==> config.mk <==
export PLATFORM = sky130hd
export DESIGN_NAME = vga_framebuffer_scanout_flat
export DESIGN_NICKNAME = d
export VERILOG_FILES = /design/src/rtl/vga_pkg.sv /design/src/rtl/vga_framebuffer_scanout_if.sv /design/src/rtl/vga_timing.sv /design/src/rtl/vga_framebuffer_scanout.sv /design/src/flat_wrapper.sv
export SDC_FILE = /design/constraint.sdc
export NUM_CORES = 1
export LEC_CHECK = 0
export ABC_AREA = 1
export CELL_PAD_IN_SITES_DETAIL_PLACEMENT = 1
export CELL_PAD_IN_SITES_GLOBAL_PLACEMENT = 2
export CORE_MARGIN = 2
export CORE_UTILIZATION = 31
export DETAILED_ROUTE_END_ITERATION = 12
export DONT_BUFFER_PORTS = 1
export GPL_TIMING_DRIVEN = 0
export PLACE_DENSITY = 0.83
export SYNTH_ARGS = -nofsm -noshare
export SYNTH_HDL_FRONTEND = slang
export SYNTH_SLANG_ARGS = --single-unit
==> constraint.sdc <==
create_clock -name clk -period 2.45 [get_ports clk]
set_input_delay 0.6125 -clock clk [delete_from_list [all_inputs] [get_ports clk]]
set_output_delay 0.6125 -clock clk [all_outputs]
set_load 0.02 [all_outputs]
==> src/rtl/vga_pkg.sv <==
// Shared VGA timing constants, pixel types and RGB332 expansion for the scanout path.
package vga_pkg;
    localparam int H_ACTIVE = 640;
    localparam int H_FP     = 16;
    localparam int H_SYNC   = 96;
    localparam int H_BP     = 48;
    localparam int V_ACTIVE = 480;
    localparam int V_FP     = 10;
    localparam int V_SYNC   = 2;
    localparam int V_BP     = 33;

    localparam int H_TOTAL  = H_ACTIVE + H_FP + H_SYNC + H_BP;
    localparam int V_TOTAL  = V_ACTIVE + V_FP + V_SYNC + V_BP;
    localparam int HS_START = H_ACTIVE + H_FP;
    localparam int HS_END   = HS_START + H_SYNC - 1;
    localparam int VS_START = V_ACTIVE + V_FP;
    localparam int VS_END   = VS_START + V_SYNC - 1;

    localparam int FB_W     = 320;
    localparam int FB_H     = 240;
    localparam int ADDR_W   = 17;

    typedef struct packed {
        logic [7:0] r;
        logic [7:0] g;
        logic [7:0] b;
    } rgb888_t;

    // Bit replication keeps full-scale codes mapping to 0xFF.
    function automatic rgb888_t rgb332_to_rgb888(input logic [7:0] p);
        rgb888_t c;
        c.r = {p[7:5], p[7:5], p[7:6]};
        c.g = {p[4:2], p[4:2], p[4:3]};
        c.b = {4{p[1:0]}};
        return c;
    endfunction
endpackage

==> src/rtl/vga_framebuffer_scanout_if.sv <==
// Synchronous-read framebuffer port between the scanout engine and video RAM.
interface vga_framebuffer_scanout_if #(parameter int ADDR_W = vga_pkg::ADDR_W);
    logic [ADDR_W-1:0] fb_addr;
    logic              fb_rd_en;
    logic [7:0]        fb_data;

    modport master (output fb_addr, output fb_rd_en, input fb_data);
    modport slave  (input fb_addr, input fb_rd_en, output fb_data);
endinterface

==> src/rtl/vga_timing.sv <==
// Pixel-phase divider, h/v scan counters and sync/active/frame decode.
module vga_timing #(
    parameter int H_ACTIVE = vga_pkg::H_ACTIVE,
    parameter int H_TOTAL  = vga_pkg::H_TOTAL,
    parameter int HS_START = vga_pkg::HS_START,
    parameter int HS_END   = vga_pkg::HS_END,
    parameter int V_ACTIVE = vga_pkg::V_ACTIVE,
    parameter int V_TOTAL  = vga_pkg::V_TOTAL,
    parameter int VS_START = vga_pkg::VS_START,
    parameter int VS_END   = vga_pkg::VS_END
) (
    input  logic       clk,
    input  logic       rst,
    output logic       pix_en,
    output logic [9:0] hcnt,
    output logic [9:0] vcnt,
    output logic       active,
    output logic       hs_n,
    output logic       vs_n,
    output logic       frame_start
);
    localparam logic [9:0] H_ACT  = 10'(H_ACTIVE);
    localparam logic [9:0] H_LAST = 10'(H_TOTAL - 1);
    localparam logic [9:0] HS_LO  = 10'(HS_START);
    localparam logic [9:0] HS_HI  = 10'(HS_END);
    localparam logic [9:0] V_ACT  = 10'(V_ACTIVE);
    localparam logic [9:0] V_LAST = 10'(V_TOTAL - 1);
    localparam logic [9:0] VS_LO  = 10'(VS_START);
    localparam logic [9:0] VS_HI  = 10'(VS_END);

    logic ph;
    logic h_last, v_last;

    assign pix_en = ph;
    assign h_last = (hcnt == H_LAST);
    assign v_last = (vcnt == V_LAST);

    always_ff @(posedge clk) begin
        if (rst) begin
            ph   <= 1'b0;
            hcnt <= '0;
            vcnt <= '0;
        end else begin
            ph <= ~ph;
            if (ph) begin
                if (h_last) begin
                    hcnt <= '0;
                    vcnt <= v_last ? '0 : vcnt + 10'd1;
                end else begin
                    hcnt <= hcnt + 10'd1;
                end
            end
        end
    end

    assign active      = (hcnt < H_ACT) && (vcnt < V_ACT);
    assign hs_n        = !((hcnt >= HS_LO) && (hcnt <= HS_HI));
    assign vs_n        = !((vcnt >= VS_LO) && (vcnt <= VS_HI));
    // Asserted during the clk whose closing edge wraps the scan to (0,0).
    assign frame_start = ph && h_last && v_last && !rst;
endmodule

==> src/rtl/vga_framebuffer_scanout.sv <==
// 640x480 VGA scanout of a 320x240 RGB332 framebuffer with 2x pixel doubling.
module vga_framebuffer_scanout
    import vga_pkg::*;
#(
    parameter int H_ACTIVE = vga_pkg::H_ACTIVE,
    parameter int H_FP     = vga_pkg::H_FP,
    parameter int H_SYNC   = vga_pkg::H_SYNC,
    parameter int H_BP     = vga_pkg::H_BP,
    parameter int V_ACTIVE = vga_pkg::V_ACTIVE,
    parameter int V_FP     = vga_pkg::V_FP,
    parameter int V_SYNC   = vga_pkg::V_SYNC,
    parameter int V_BP     = vga_pkg::V_BP,
    parameter int FB_W     = vga_pkg::FB_W,
    parameter int FB_H     = vga_pkg::FB_H,
    parameter int ADDR_W   = vga_pkg::ADDR_W
) (
    input  logic                      clk,
    input  logic                      rst,
    vga_framebuffer_scanout_if.master fb,
    output logic                      vgaclk,
    output logic                      hsync,
    output logic                      vsync,
    output logic                      sync_b,
    output logic                      blank_b,
    output logic [7:0]                r,
    output logic [7:0]                g,
    output logic [7:0]                b,
    output logic                      frame_start
);
    logic       pix_en, active, hs_n, vs_n;
    logic [9:0] hcnt, vcnt;

    vga_timing #(
        .H_ACTIVE (H_ACTIVE),
        .H_TOTAL  (H_ACTIVE + H_FP + H_SYNC + H_BP),
        .HS_START (H_ACTIVE + H_FP),
        .HS_END   (H_ACTIVE + H_FP + H_SYNC - 1),
        .V_ACTIVE (V_ACTIVE),
        .V_TOTAL  (V_ACTIVE + V_FP + V_SYNC + V_BP),
        .VS_START (V_ACTIVE + V_FP),
        .VS_END   (V_ACTIVE + V_FP + V_SYNC - 1)
    ) u_timing (
        .clk         (clk),
        .rst         (rst),
        .pix_en      (pix_en),
        .hcnt        (hcnt),
        .vcnt        (vcnt),
        .active      (active),
        .hs_n        (hs_n),
        .vs_n        (vs_n),
        .frame_start (frame_start)
    );

    logic [ADDR_W-1:0] h_half, v_half, lin_addr;
    logic              rd;

    // Counters hold for both clks of a pixel, so the address does too;
    // v*320 is built as v*256 + v*64.
    always_comb begin
        h_half      = ADDR_W'(hcnt >> 1);
        v_half      = ADDR_W'(vcnt >> 1);
        lin_addr    = (v_half << 8) + (v_half << 6) + h_half;
        rd          = active && !rst && (h_half < ADDR_W'(FB_W)) && (v_half < ADDR_W'(FB_H));
        fb.fb_addr  = rd ? lin_addr : '0;
        fb.fb_rd_en = rd;
    end

    rgb888_t px;

    always_ff @(posedge clk) begin
        if (rst) begin
            hsync   <= 1'b1;
            vsync   <= 1'b1;
            sync_b  <= 1'b1;
            blank_b <= 1'b0;
            px      <= '0;
        end else if (pix_en) begin
            hsync   <= hs_n;
            vsync   <= vs_n;
            sync_b  <= hs_n & vs_n;
            blank_b <= active;
            px      <= active ? rgb332_to_rgb888(fb.fb_data) : '0;
        end
    end

    assign vgaclk = pix_en;
    assign r      = px.r;
    assign g      = px.g;
    assign b      = px.b;
endmodule
==> src/flat_wrapper.sv <==
// flat-port wrapper written by rule: the top's interface ports become plain ports
module vga_framebuffer_scanout_flat import vga_pkg::*;
#(
    parameter int H_ACTIVE = vga_pkg::H_ACTIVE,
    parameter int H_FP     = vga_pkg::H_FP,
    parameter int H_SYNC   = vga_pkg::H_SYNC,
    parameter int H_BP     = vga_pkg::H_BP,
    parameter int V_ACTIVE = vga_pkg::V_ACTIVE,
    parameter int V_FP     = vga_pkg::V_FP,
    parameter int V_SYNC   = vga_pkg::V_SYNC,
    parameter int V_BP     = vga_pkg::V_BP,
    parameter int FB_W     = vga_pkg::FB_W,
    parameter int FB_H     = vga_pkg::FB_H,
    parameter int ADDR_W   = vga_pkg::ADDR_W
)
  (clk, rst, vgaclk, hsync, vsync, sync_b, blank_b, r, g, b, frame_start, fb_fb_addr, fb_fb_rd_en, fb_fb_data);
  vga_framebuffer_scanout_if #(.ADDR_W(ADDR_W)) fb_i ();
  input  logic clk;
  input  logic rst;
  output logic vgaclk;
  output logic hsync;
  output logic vsync;
  output logic sync_b;
  output logic blank_b;
  output logic [7:0] r;
  output logic [7:0] g;
  output logic [7:0] b;
  output logic frame_start;
  output wire logic [$bits(fb_i.fb_addr)-1:0] fb_fb_addr;
  output wire logic [$bits(fb_i.fb_rd_en)-1:0] fb_fb_rd_en;
  input wire logic [$bits(fb_i.fb_data)-1:0] fb_fb_data;
  assign fb_fb_addr = fb_i.fb_addr;
  assign fb_fb_rd_en = fb_i.fb_rd_en;
  assign fb_i.fb_data = fb_fb_data;
  vga_framebuffer_scanout #(.H_ACTIVE(H_ACTIVE), .H_FP(H_FP), .H_SYNC(H_SYNC), .H_BP(H_BP), .V_ACTIVE(V_ACTIVE), .V_FP(V_FP), .V_SYNC(V_SYNC), .V_BP(V_BP), .FB_W(FB_W), .FB_H(FB_H), .ADDR_W(ADDR_W)) u_core (.clk(clk), .rst(rst), .fb(fb_i), .vgaclk(vgaclk), .hsync(hsync), .vsync(vsync), .sync_b(sync_b), .blank_b(blank_b), .r(r), .g(g), .b(b), .frame_start(frame_start));
endmodule
==> summary.txt, run 1 <==
Status
  – Outcome: complete, but fails checks
  – Failing checks: negative setup slack

Global routing
  – Global-route wire length before repair: 10900 µm
  – Pin count of the biggest net entering global routing: 11
  – Total gr overflow: 0
  – Antenna violations before repair: 0
  – Total track usage: 0.161
  – Vias in the first global route: roughly 2.2k

Timing
  – Final period util: 1.16
  – Least-Margin Pin Slew: ~640 ps
  – Final hold vios: 0
  – Fmax: 352 MHz
  – Max-slew violations: 0
  – WHS: slightly below 400 ps
  – PnR worst setup slack: -390 ps
  – Setup-failing EPs final: 9
  – Final worst path period need: 2840 ps
  – RSZ-0062 raised after global routing: yes
  – Rel. slew slack: 0.572
  – Clk_skew: roughly 2.2 ps

Worst setup path
  – Worst path arrival time: 2230 ps
  – Worst path most repeated cell: nand2_2
  – CP startpoint kind: flip-flop
  – Worst Path Required: 1840 ps
  – Setup crit end kind: output port
  – CP max stage cell: fa_1
  – Critical-path cell list: inv_2, fa_1, inv_2, fa_2, nand3_2, nand2_2, nand2_2, o21bai_1, nand2_1, nand2_2, nor2_4
  – Top delay family on crit path: adder cells
  – Worst-path fanout max: 2
  – Slowest Stage Delay on Critical Path: 540 ps
  – CP bufs+invs: 2
  – Kind of critical path: flip-flop to output port

Route
  – DR DRC count: 0
  – DRT iter0 DRCs: 48
  – Wire length per cell: between 10 and 15 µm
  – DRT antenna net count: 0
  – Vias after detailed routing: 2229
  – WL final: 6690 µm
  – Initial DRT Pass Iterations: 4
  – Via density: 4.85

Logic synthesis
  – Synth unique cells: 37
  – Synth Register Bits: 33
  – Seq/Total Area, Yosys: 0.281
  – Syn_area_per_cell: slightly below 7 µm²
  – Cells after synthesis: ~340
  – Synth Cell Area: 0.00235 mm²
  – YS warnings: 0
  – Syn_nets: 375

Clocking
  – CTS buffer count: 5
  – TritonCTS clock tree: yes
  – Clk_lat worst skew: approximately 290 ps
  – Max H-tree Level: 2
  – Clock slew at reported path FFs: 70 ps
  – CTS Sinks: 33
  – Hold buffer count at cts: 0
  – CTS Buffer Depth: 2
  – Clk root buf: clkbuf_8

Power and ir drop
  – Power per cell area: 398 mW/mm²
  – Leak pwr: 1.27 nW
  – Peak VDD IR: 0.000240 V

Layout
  – Commonest non-fill, non-tap cell in the layout: nand2_1
  – Area Overhead vs Synth: 23.9%
  – Layout Nets: 393
  – Diodes inserted: 0
  – Share of layout cells above drive strength 1: 0.302
  – Commonest cells after routing, fill and taps aside: nand2_1 (72), inv_1 (33), buf_4 (26), nor2_1 (24), dfxtp_1 (23)

Run
  – Max-Cap Viols: 0

Floorplanning
  – Die width: 91.0 µm
  – Core Region: 0.00729 mm²
  – # rows: 31
  – Initial core utilization: 0.322
  – Die area: around 0.0083 mm²
  – I/O pin count: 58
  – Die H: 91.0 µm

Placed design
  – DP Worst Slack: -207 ps
  – Post-DP HPWL: approximately 4900 µm
  – I/O Buffers: 0
  – Routability cong.: approximately 0.76

Hold path
  – HP Class: input port to flip-flop
kinds of logic after synthesis:
group / count (synthesis) / share of synthesized area
AOI/OAI and AO/OA: 45 / 0.103
DFF: 33 / 0.281
xor gates and xnor gates: 4 / 0.0149
adders and majority gates: 23 / 0.129
and+or+nand+nor: 171 / 0.334
buffers and inverters: 66 / 0.137
cells in the mapped netlist:
master	number	area (µm²)
nand2_1	78	293
inv_1	41	154
nor2_1	37	139
dfxtp_1	33	661
a21oi_1	25	125
nand3_1	25	125
ha_1	21	263
buf_4	17	128
o21ai_0	12	60.1
nand4_1	8	50.1
nor3_1	8	40.0
clkbuf_1	2	7.51
fa_1	2	40.0
inv_2	2	7.51
nand2_2	2	12.5
nor2_2	2	12.5
nor2_4	2	22.5
nor3b_1	2	15.0
o21bai_1	2	15.0
o22ai_1	2	12.5
xnor2_1	2	17.5
xor2_1	2	17.5
a21boi_0	1	7.51
a31o_2	1	8.76
a31oi_1	1	6.26
and3_1	1	6.26
buf_1	1	3.75
buf_2	1	5.00
buf_6	1	11.3
inv_4	1	6.26
nand2_4	1	11.3
nand3_4	1	17.5
nand3b_1	1	7.51
nor3_2	1	10.0
nor3_4	1	16.3
o21a_1	1	7.51
or2_2	1	6.26
per-layer routing:
| layer | global-route usage | wire length [µm] | vias up | share of wire |
|---|---|---|---|---|
| met5 | 0 | 0 | - | 0 |
| met4 | 0.0341 | 116 | 0 | 0.017 |
| met3 | 0.0423 | 289 | 8 | 0.043 |
| met2 | 0.277 | 3280 | 41 | 0.49 |
| met1 | 0.203 | 3000 | 1052 | 0.45 |
| li1 | - | - | 1128 | - |
worst paths after layout:
check | cells after the start | slack, ps | to | start
min | 1 | 390 | u_core.u_timing.hcnt[4]$_SDFFE_PP0P_ | rst
min reg2reg | 2 | 520 | u_core.u_timing.vcnt[8]$_SDFFE_PP0P_ | u_core.u_timing.vcnt[8]$_SDFFE_PP0P_
max | 11 | -390 | fb_fb_addr[13] | u_core.u_timing.hcnt[9]$_SDFFE_PP0P_
max reg2reg | 7 | 840 | u_core.u_timing.vcnt[3]$_SDFFE_PP0P_ | u_core.u_timing.pix_en$_SDFF_PP0_
sequential cells by signal, indices dropped and copies added, names as in the netlist:
name / flops
u_core.u_timing.hcnt: 10
u_core.u_timing.pix_en: 1
u_core.sync_b: 1
u_core.vsync: 1
u_core.r: 3
u_core.u_timing.vcnt: 10
u_core.blank_b: 1
u_core.b: 2
u_core.g: 3
u_core.hsync: 1
worst register-to-register path, delay by kind of cell (launching register included):
family | cells | cell delay (ps)
buf+inv | 2 | 250
flops | 1 | 460
simple gates | 5 | 790
area by class of cell:
| class | count | area, µm² |
|---|---|---|
| Fill cell | 954 | 4380 |
| Multi-Input combinational cell | 243 | 1590 |
| Tap cell | 99 | 124 |
| Timing Repair Buffer | 11 | 90.1 |
| Clock inverter | 1 | 5.00 |
| Inverter | 44 | 170 |
| Buffer | 22 | 155 |
| Sequential cell | 33 | 678 |
| Clock buffer | 7 | 96.3 |
per-stage QoR:
| stage | power [W] | area, µm² | TNS (ps) | utilization | std cells |
|---|---|---|---|---|---|
| 2_1_floorplan | 0.000682 | 2420 | -23.5 | - | 342 |
| 3_3_place_gp | 0.000703 | 2540 | -895 | 0.349 | 441 |
| 3_5_place_dp | 0.000706 | 2540 | -1020 | 0.349 | 441 |
| 4_1_cts | 0.00118 | 2870 | -3050 | 0.393 | 458 |
| 5_1_grt | 0.00122 | 2910 | -4630 | 0.399 | 460 |
| 6_report | 0.00116 | 2910 | -2950 | 0.399 | 460 |
power by group:
part | internal, W | switching (W) | total [W]
Clock | 0.000254 | 0.000212 | 0.000466
Combinational | 0.0000371 | 0.0000758 | 0.000113
Sequential | 0.000549 | 0.0000301 | 0.000579
repair_timing:
item | CTS | global route
gates cloned | 0 | 0
resized for setup | 46 | 6
setup buffers | 9 | 2
endpoints found under the setup margin | 18 | 18
pin swaps | 9 | 7
(Power assumes the default switching activity.)
==> inputs of run 2 (changes only) <==
Settings changed: SKIP_CTS_REPAIR_TIMING set to 1.
==> run 2 against run 1 <==
- the flow still finishes with violations (negative setup slack)
- power shrank 0.26%
- utilization shrank 1.9 points
- flip-flop and latch count did not move
- sequential power is essentially flat
- sequential share of layout area increased by 1.2 points
- critical path depth did not move
- final cell count shrank 1.3%
- die area unchanged
- first-iteration DRC count grew 2.1%
- clock skew grew 1.9 ps
- highest routed layer unchanged
- fmax down 1.9%
==> summary.txt, run 2 (synthesized netlist as in run 1, its figures left out) <==
Status
  – Outcome: complete, but fails checks (unchanged)
  – Failing checks: negative setup slack (unchanged)

Route
  – DRT iter0 DRCs: 49 (was 48)
  – Met1 wire length: 2990 µm (was 3000 µm)
  – Initial DRT Pass Iterations: 4 (unchanged)
  – Vias after detailed routing: 2196 (was 2229)
  – Highest routed layer: met4 (unchanged)
  – Wire length per cell: 14.2 µm (was 14.5 µm)
  – DR DRC count: 0 (unchanged)
  – DRT antenna net count: 0 (unchanged)
  – Via density: 4.84 (was 4.85)
  – Routed length on met3: 276 µm (was 289 µm)
  – WL final: 6460 µm (was 6690 µm)
  – Met2 WL post-DR: 3150 µm (was 3280 µm)

Placed design
  – DP Worst Slack: -207 ps (unchanged)
  – Placed insts: 441 (unchanged)
  – Routability cong.: 0.765 (unchanged)
  – I/O Buffers: 0 (unchanged)
  – Post-DP HPWL: 4900 µm (unchanged)

Worst setup path
  – Slowest Stage Delay on Critical Path: 520 ps (was 540 ps)
  – CP startpoint kind: flip-flop (unchanged)
  – Worst path most repeated cell: nand2_2 (unchanged)
  – Setup crit end kind: output port (unchanged)
  – CP max stage cell: fa_1 (unchanged)
  – FF-to-FF path depth: 7 (unchanged)
  – Worst-path fanout max: 5 (was 2)
  – Top delay family on crit path: adder cells (unchanged)
  – Worst path arrival time: 2280 ps (was 2230 ps)
  – Critical-path cell list: inv_2, fa_1, inv_2, fa_2, nand3_2, nand2_2, nand2_2, o21bai_1, nand2_1, nand2_2, nor2_4 (unchanged)
  – RR Endpoint: u_core.u_timing.vcnt[3]$_SDFFE_PP0P_ (unchanged)
  – Worst R2R Start: u_core.u_timing.pix_en$_SDFF_PP0_ (unchanged)
  – Crit. path cell count: 11 (unchanged)
  – CP bufs+invs: 2 (unchanged)
  – Flop-to-flop setup slack: 830 ps (was 840 ps)
  – Worst Path Required: 1840 ps (about the same)
  – Kind of critical path: flip-flop to output port (unchanged)

Power and ir drop
  – Leak pwr: 1.24 nW (was 1.27 nW)
  – Pint: 0.000840 W (about the same)
  – Clk pwr share: 0.402 (was 0.403)
  – Power per cell area: 417 mW/mm² (was 398 mW/mm²)
  – Sequential power share: 0.501 (was 0.500)
  – Switching Fraction: 0.273 (was 0.275)
  – Peak VDD IR: 0.000236 V (was 0.000240 V)
  – Combinational power share: 0.096 (was 0.097)
  – Sw power: 0.000315 W (was 0.000318 W)

Clocking
  – Clk_lat worst skew: 290 ps (about the same)
  – Clk root buf: clkbuf_8 (unchanged)
  – TritonCTS clock tree: yes (unchanged)
  – Clock slew at reported path FFs: 70 ps (about the same)
  – Max H-tree Level: 2 (unchanged)
  – CTS Buffer Depth: 2 (unchanged)
  – CTS buffer count: 5 (unchanged)
  – CTS Sinks: 33 (unchanged)

Floorplanning
  – Die H: 91.0 µm (unchanged)
  – Core Region: 0.00729 mm² (unchanged)
  – Initial core utilization: 0.322 (unchanged)
  – # rows: 31 (unchanged)
  – I/O pin count: 58 (unchanged)
  – Die area: 0.00829 mm² (unchanged)
  – Die width: 91.0 µm (unchanged)

Global routing
  – Pin count of the biggest net entering global routing: 11 (unchanged)
  – Global-route wire length before repair: 10500 µm (was 10900 µm)
  – Total gr overflow: 0 (unchanged)
  – Total track usage: 0.155 (was 0.161)
  – Vias in the first global route: 2105 (was 2183)
  – Antenna violations before repair: 0 (unchanged)

Hold path
  – Min-delay src: rst (unchanged)
  – Hold Path Depth: 1 (unchanged)
  – HP Class: input port to flip-flop (unchanged)
  – Worst Hold End: u_core.u_timing.hcnt[4]$_SDFFE_PP0P_ (unchanged)

Layout
  – Diodes inserted: 0 (unchanged)
  – Non-Filler Instances: 454 (was 460)
  – Share of layout cells above drive strength 1: 0.245 (was 0.302)
  – Area Overhead vs Synth: 18.1% (was 23.9%)
  – Commonest cells after routing, fill and taps aside: nand2_1 (74), inv_1 (34), nor2_1 (29), nand3_1 (23), dfxtp_1 (23) (was nand2_1 (72), inv_1 (33), buf_4 (26), nor2_1 (24), dfxtp_1 (23))
  – Largest regs: u_core.u_timing.hcnt: 10 flops, u_core.u_timing.vcnt: 10 flops (unchanged)
  – Commonest non-fill, non-tap cell in the layout: nand2_1 (unchanged)
  – Layout Nets: 387 (was 393)

Timing
  – Setup-failing EPs final: 9 (unchanged)
  – RSZ-0062 raised after global routing: yes (unchanged)
  – Clk_skew: 4.11 ps (was 2.18 ps)
  – Final hold vios: 0 (unchanged)
  – Max-slew violations: 0 (unchanged)
  – Fmax: 346 MHz (was 352 MHz)
  – PnR worst setup slack: -444 ps (was -390 ps)
  – Final worst path period need: 2890 ps (was 2840 ps)
  – Least-Margin Pin Slew: 651 ps (was 643 ps)
  – Final period util: 1.18 (was 1.16)
  – Rel. slew slack: 0.566 (was 0.572)

Run
  – Max-Cap Viols: 0 (unchanged)
[run 2: changes by cell type in the layout (fill, tap and decap cells not counted), moves of 2 or more]
| cell | change |
|---|---|
| buf_4 | -5 |
| nor2_1 | +5 |
| nor2_2 | -5 |
| nand3_1 | +3 |
| a21oi_1 | +2 |
| ha_1 | +2 |
| nand2_1 | +2 |
| nand3_4 | -2 |
[run 2: power by group through the flow]
stage / combinational (W) / sequential, W / clock [W]
6_report: 0.000111 / 0.000579 / 0.000465
2_1_floorplan: 0.0000920 / 0.000590 / 0
3_5_place_dp: 0.000111 / 0.000594 / 0
5_1_grt: 0.000122 / 0.000582 / 0.000515
3_3_place_gp: 0.000109 / 0.000594 / 0
4_1_cts: 0.000112 / 0.000582 / 0.000490
[run 2: how the worst max path moves through the flow]
stage,from,end,slack (ps)
floorplan,u_core.u_timing.hcnt[9]$_SDFFE_PP0P_,fb_fb_addr[15],-10
global placement,u_core.u_timing.vcnt[4]$_SDFFE_PP0P_,fb_fb_addr[12],-180
detailed placement,u_core.u_timing.vcnt[4]$_SDFFE_PP0P_,fb_fb_addr[12],-210
CTS,u_core.u_timing.vcnt[4]$_SDFFE_PP0P_,fb_fb_addr[12],-530
global route,u_core.u_timing.hcnt[9]$_SDFFE_PP0P_,fb_fb_addr[13],-570
finish,u_core.u_timing.vcnt[3]$_SDFFE_PP0P_,fb_fb_addr[13],-440
[run 2: metal layers]
layer,GRT usage,up-vias
met4,0.0341,0
met5,0,-
met1,0.202,1041
li1,-,1115
met3,0.0415,5
met2,0.256,35
[run 2: per-stage QoR]
step / hold WS (ps) / TNS (ps) / total power, W / util / area (µm²)
finish: 393 / -3110 / 0.00116 / 0.380 / 2770
global route: 378 / -4660 / 0.00122 / 0.380 / 2770
CTS: 377 / -4410 / 0.00118 / 0.363 / 2650
detailed placement: 480 / -1020 / 0.000706 / 0.349 / 2540
global placement: 471 / -895 / 0.000703 / 0.349 / 2540
floorplan: 454 / -23.5 / 0.000682 / - / 2420
[run 2: cell type report]
| class | count | area, µm² |
|---|---|---|
| Fill cell | 969 | 4520 |
| Multi-Input combinational cell | 243 | 1510 |
| Sequential cell | 33 | 678 |
| Inverter | 44 | 168 |
| Buffer | 22 | 155 |
| Tap cell | 99 | 124 |
| Clock buffer | 7 | 96.3 |
| Timing Repair Buffer | 5 | 41.3 |
| Clock inverter | 1 | 5.00 |
